File: src/rtl/gray_decode_arbiter.sv
// Round-robin arbiter that shares one Gray-to-binary decoder among NUM_REQ
// valid/ready requesters and registers the result together with the winner's ID.
`timescale 1ns/1ps
module gray_decode_arbiter #(
  parameter int DATA_WIDTH = 16,
  parameter int NUM_REQ    = 4,
  localparam int ID_W      = $clog2(NUM_REQ)
) (
  input  logic                          clk,
  input  logic                          resetn,
  input  logic [NUM_REQ-1:0]            req_valid,
  input  logic [NUM_REQ*DATA_WIDTH-1:0] req_gray,
  output logic [NUM_REQ-1:0]            req_ready,
  output logic                          out_valid,
  input  logic                          out_ready,
  output logic [DATA_WIDTH-1:0]         out_bin,
  output logic [ID_W-1:0]               out_id,
  output logic [15:0]                   done_cnt
);

  localparam logic [ID_W-1:0] LAST_IDX = ID_W'(NUM_REQ - 1);

  logic                  out_valid_q, out_valid_d;
  logic [DATA_WIDTH-1:0] out_bin_q, out_bin_d;
  logic [ID_W-1:0]       out_id_q, out_id_d;
  logic [ID_W-1:0]       rr_ptr_q, rr_ptr_d;
  logic [15:0]           done_cnt_q, done_cnt_d;

  logic                  can_accept;
  logic                  accept;
  logic                  drain;
  logic                  win_found;
  logic [ID_W-1:0]       win_idx;
  logic [ID_W-1:0]       scan_idx;
  logic [ID_W-1:0]       ptr_inc;
  logic [DATA_WIDTH-1:0] sel_gray;
  logic [DATA_WIDTH-1:0] sel_bin;

  assign can_accept = !out_valid_q || out_ready;
  assign drain      = out_valid_q && out_ready;

  // Scan from rr_ptr upward with wrap; first valid requester wins.
  always_comb begin
    win_found = 1'b0;
    win_idx   = '0;
    scan_idx  = rr_ptr_q;
    for (int k = 0; k < NUM_REQ; k++) begin
      if (!win_found && req_valid[scan_idx]) begin
        win_found = 1'b1;
        win_idx   = scan_idx;
      end
      scan_idx = (scan_idx == LAST_IDX) ? '0 : scan_idx + ID_W'(1);
    end
  end

  always_comb begin
    req_ready = '0;
    accept    = resetn && can_accept && win_found;
    if (accept) begin
      req_ready[win_idx] = 1'b1;
    end
  end

  always_comb begin
    sel_gray = '0;
    for (int i = 0; i < NUM_REQ; i++) begin
      if (ID_W'(i) == win_idx) begin
        sel_gray = req_gray[i*DATA_WIDTH +: DATA_WIDTH];
      end
    end
  end

  // Prefix XOR from the MSB down: bin[k] = ^gray[DATA_WIDTH-1:k].
  always_comb begin
    sel_bin = sel_gray;
    for (int k = DATA_WIDTH - 2; k >= 0; k--) begin
      sel_bin[k] = sel_bin[k+1] ^ sel_gray[k];
    end
  end

  assign ptr_inc = (win_idx == LAST_IDX) ? '0 : win_idx + ID_W'(1);

  always_comb begin
    out_valid_d = out_valid_q;
    out_bin_d   = out_bin_q;
    out_id_d    = out_id_q;
    rr_ptr_d    = rr_ptr_q;
    done_cnt_d  = done_cnt_q;
    if (drain) begin
      done_cnt_d  = done_cnt_q + 16'd1;
      out_valid_d = 1'b0;
    end
    if (accept) begin
      out_valid_d = 1'b1;
      out_bin_d   = sel_bin;
      out_id_d    = win_idx;
      rr_ptr_d    = ptr_inc;
    end
  end

  always_ff @(posedge clk or negedge resetn) begin
    if (!resetn) begin
      out_valid_q <= 1'b0;
      out_bin_q   <= '0;
      out_id_q    <= '0;
      rr_ptr_q    <= '0;
      done_cnt_q  <= '0;
    end else begin
      out_valid_q <= out_valid_d;
      out_bin_q   <= out_bin_d;
      out_id_q    <= out_id_d;
      rr_ptr_q    <= rr_ptr_d;
      done_cnt_q  <= done_cnt_d;
    end
  end

  assign out_valid = out_valid_q;
  assign out_bin   = out_bin_q;
  assign out_id    = out_id_q;
  assign done_cnt  = done_cnt_q;

endmodule

File: config.mk
export PLATFORM = sky130hd
export DESIGN_NAME = gray_decode_arbiter
export DESIGN_NICKNAME = d
export VERILOG_FILES = /design/src/rtl/gray_decode_arbiter.sv
export SDC_FILE = /design/constraint.sdc
export NUM_CORES = 1
export LEC_CHECK = 0
export ABC_AREA = 1
export CORE_MARGIN = 5
export CORE_UTILIZATION = 44
export CTS_CLUSTER_DIAMETER = 200
export DETAILED_ROUTE_END_ITERATION = 8
export GPL_TIMING_DRIVEN = 1
export HOLD_SLACK_MARGIN = 0.1
export PLACE_DENSITY = 0.83
export SETUP_SLACK_MARGIN = 0.05
export SLEW_MARGIN = 20
export SYNTH_ARGS = -nofsm -noshare
export SYNTH_HDL_FRONTEND = slang
export SYNTH_SLANG_ARGS = --single-unit
File: constraint.sdc
create_clock -name clk -period 7.1 [get_ports clk]
set_input_delay 2.13 -clock clk [delete_from_list [all_inputs] [get_ports clk]]
set_output_delay 2.13 -clock clk [all_outputs]
set_load 0.1 [all_outputs]
==> results by group <==
Status
  • Status: complete, no violations

Layout
  • Layout Nets: 554
  • Synth-to-layout area growth: 55.8%
  • Sequential cell area: 926 µm²
  • Commonest non-fill, non-tap cells in the layout: clkdlybuf4s50_1, nand2_1, nor2_1, inv_1, dfrtp_1
  • Diode count: 0
  • Fillers: 480
  • Commonest non-fill, non-tap cell in the layout: clkdlybuf4s50_1
  • Area of the multi-input gates: 1620 µm²
  • Final core utilization: 70.4%
  • Post-route insts no fill: 553
  • Layout cells sized above 1: 17.4%

Synth
  • Fraction of registers with async set/reset: 100%
  • Top_reg_cell synth: dfrtp_1
  • EDFF count, synth: 0
  • Synth Net Count: 436
  • Cells after Synth: 359
  • Sequential area share after synthesis: 34.8%
  • Flops & latches, synth: 37
  • Syn avg cell area: 7.41 µm²
  • Post-Syn Area: 2660 µm²
  • Yosys warning count: 0
  • Largest cells by area after synthesis: dfrtp_1, nand2_1, nor2_1
  • Area leader, netlist: dfrtp_1
  • Netlist cell types: 36
  • Synth top area share: 34.8%

Clocking
  • Clock transition at the registers of the reported paths: 70 ps
  • CTS Root Cell: clkbuf_8
  • CTS tree: built
  • TritonCTS Buffers: 5
  • Hold buffer count at CTS: 0
  • H-tree depth: 2
  • Clock latency on the worst-skew pair: 290 ps
  • CTS Sinks: 37
  • Max Buffers Root-to-Sink: 2

Min path
  • Worst min-delay path class: reg2reg
  • Worst hold endpoint: done_cnt[15]
  • Worst Hold Launch: done_cnt[15]
  • WHS Path Cells: 1

STA
  • Relative slew margins: 33.3%
  • Max frequency: 0.146 GHz
  • Clock skew: 6.47 ps
  • Period Utilization, post-route: 96.1%
  • Final Max Slew Viols: 0
  • Final Hold Viols: 0
  • Final min period: 6830 ps
  • Setup Viol. Count Final: 0
  • Worst Max-Slew Pin Slew: 997 ps
  • RSZ-0062 raised after global routing: no

Floorplanning
  • Chip height: 87.7 µm
  • # rows: 28
  • Core ar.: 5890 µm²
  • I/O pins: 110
  • Die width: 87.7 µm
  • Initial Util: 45.2%
  • Die Area: 7700 µm²

Critical path
  • R2R setup slack: 1890 ps
  • CP Data Required Time: 4970 ps
  • Kind of critical path: in2out
  • Critical path's slowest cell: clkdlybuf4s50_1
  • Crit. End Element: output port
  • Worst reg2reg startpoint: rr_ptr_q[0]
  • Crit path cell chain: clkdlybuf4s50_1 > or2_2 > o21ai_0 > inv_1 > a21oi_2 > inv_1 > nor2_2 > nand2_1 > nor2_2 > inv_1 > o2111ai_1 > o21ai_1 > buf_4 > inv_2 > ha_4 > inv_4 > nor2_2 > buf_12
  • Worst path max stage delay: 410 ps
  • R2R Path End: out_bin[0]
  • Crit path launch type: primary input
  • Critical Path AT: 4700 ps
  • Reg2Reg Depth: 35
  • Worst-path fanout max: 9

Placement
  • Port buffer count: 109
  • Post-Place Cells: 538
  • Routability cong.: 0.865
  • Final HPWL from detailed placement: 6170 µm

Drt
  • Remaining DRCs: 0
  • DRT iter0 DRCs: 112
  • Remaining antenna violation count after routing: 0
  • Routed via count: 2897
  • Total Routed Length: 7820 µm
  • Via density: 5.24
  • Drt wl/cell: 14.1 µm
  • Drt pass-1 iters: 5

Run
  • Total of max-cap violations: 0

Global routing
  • Initial antenna violation count: 0
  • Number of global-route vias before repair: 2839
  • GRT Resource Usage Total: 20.1%
  • Largest net degree at the start of global routing: 38
  • First-pass GRT wire length: 12500 µm
  • Gr ovfl total: 0
==> metrics by stage <==
stage               hold WS (ps)  TNS (ps)  setup WS (ps)  cell area, µm²
floorplan                    554         0            127            2670
global placement             458         0            152            3880
detailed placement           466      -100          -99.8            3880
CTS                          478         0            200            3970
global route                 500         0           16.8            4140
finish                       473         0            274            4140
==> synth_stat cells (3+ instances only) <==
library cell and number:
dfrtp_1 37, a22oi_1 19, nor2_1 49, xnor2_1 3, a31oi_1 11, inv_1 39
nand3_2 14, o211ai_1 5, ha_1 6, xor2_1 13, nand3_1 32, inv_2 3
a21oi_1 7, nand2_1 67, clkbuf_1 7, mux2i_1 3, nand2_2 6, o21ai_0 16
==> final cells by class <==
class	count	area share [%]
repair buffers	124	30.3
flip-flops and latches	37	22.3
clock buffers	6	1.75
well taps	75	2.27
inverters	43	4.08
multi-input cells	266	39.1
clock inverters	2	0.242
==> routing by layer <==
| layer | up-vias | track usage (%) | wire [µm] |
|---|---|---|---|
| met2 | 138 | 36.4 | 3880 |
| met1 | 1319 | 23.2 | 3030 |
| met4 | 0 | 5.86 | 109 |
| met5 | - | 0 | 0 |
| met3 | 11 | 5.27 | 800 |
| li1 | 1429 | - | - |
==> critical path: cells and delay by family <==
family,cells,cell delay (ps)
fa+ha+maj,1,160
simple gates,5,830
compound gates,4,430
buf+inv,8,1120
==> state kept, by name, summed over array words and instances, names as in the netlist <==
register   flops
done_cnt      16
out_bin       16
out_valid      1
out_id         2
rr_ptr_q       2
==> repair_timing <==
action	in CTS	in global routing
setup buffers	0	7
endpoints found under the setup margin	0	8
resized for setup	0	32
==> cell families (layout without fill, tap and decap cells) <==
kind of cell | count (synthesis) | after routing | synth area share (%)
AND/OR/NAND/NOR | 177 | 177 | 31.3
buffers and inverters | 56 | 175 | 8.66
adder cells (fa/ha/maj) | 6 | 6 | 2.82
XOR/XNOR | 16 | 16 | 5.27
AO/OA/AOI/OAI | 63 | 63 | 15.6
flip-flops | 37 | 37 | 34.8
multiplexers | 4 | 4 | 1.55
==> worst max-delay path by stage <==
stage	start	endpoint	slack (ps)
CTS	req_valid[0]	req_ready[2]	200
global route	req_valid[0]	out_bin[0]	20
floorplan	req_valid[0]	req_ready[2]	130
detailed placement	req_valid[0]	out_bin[0]	-100
global placement	req_valid[0]	out_bin[0]	150
finish	req_valid[0]	req_ready[2]	270
Power is not shown: default switching activity piles up to over one toggle a cycle in this logic, so the estimate is an artifact.
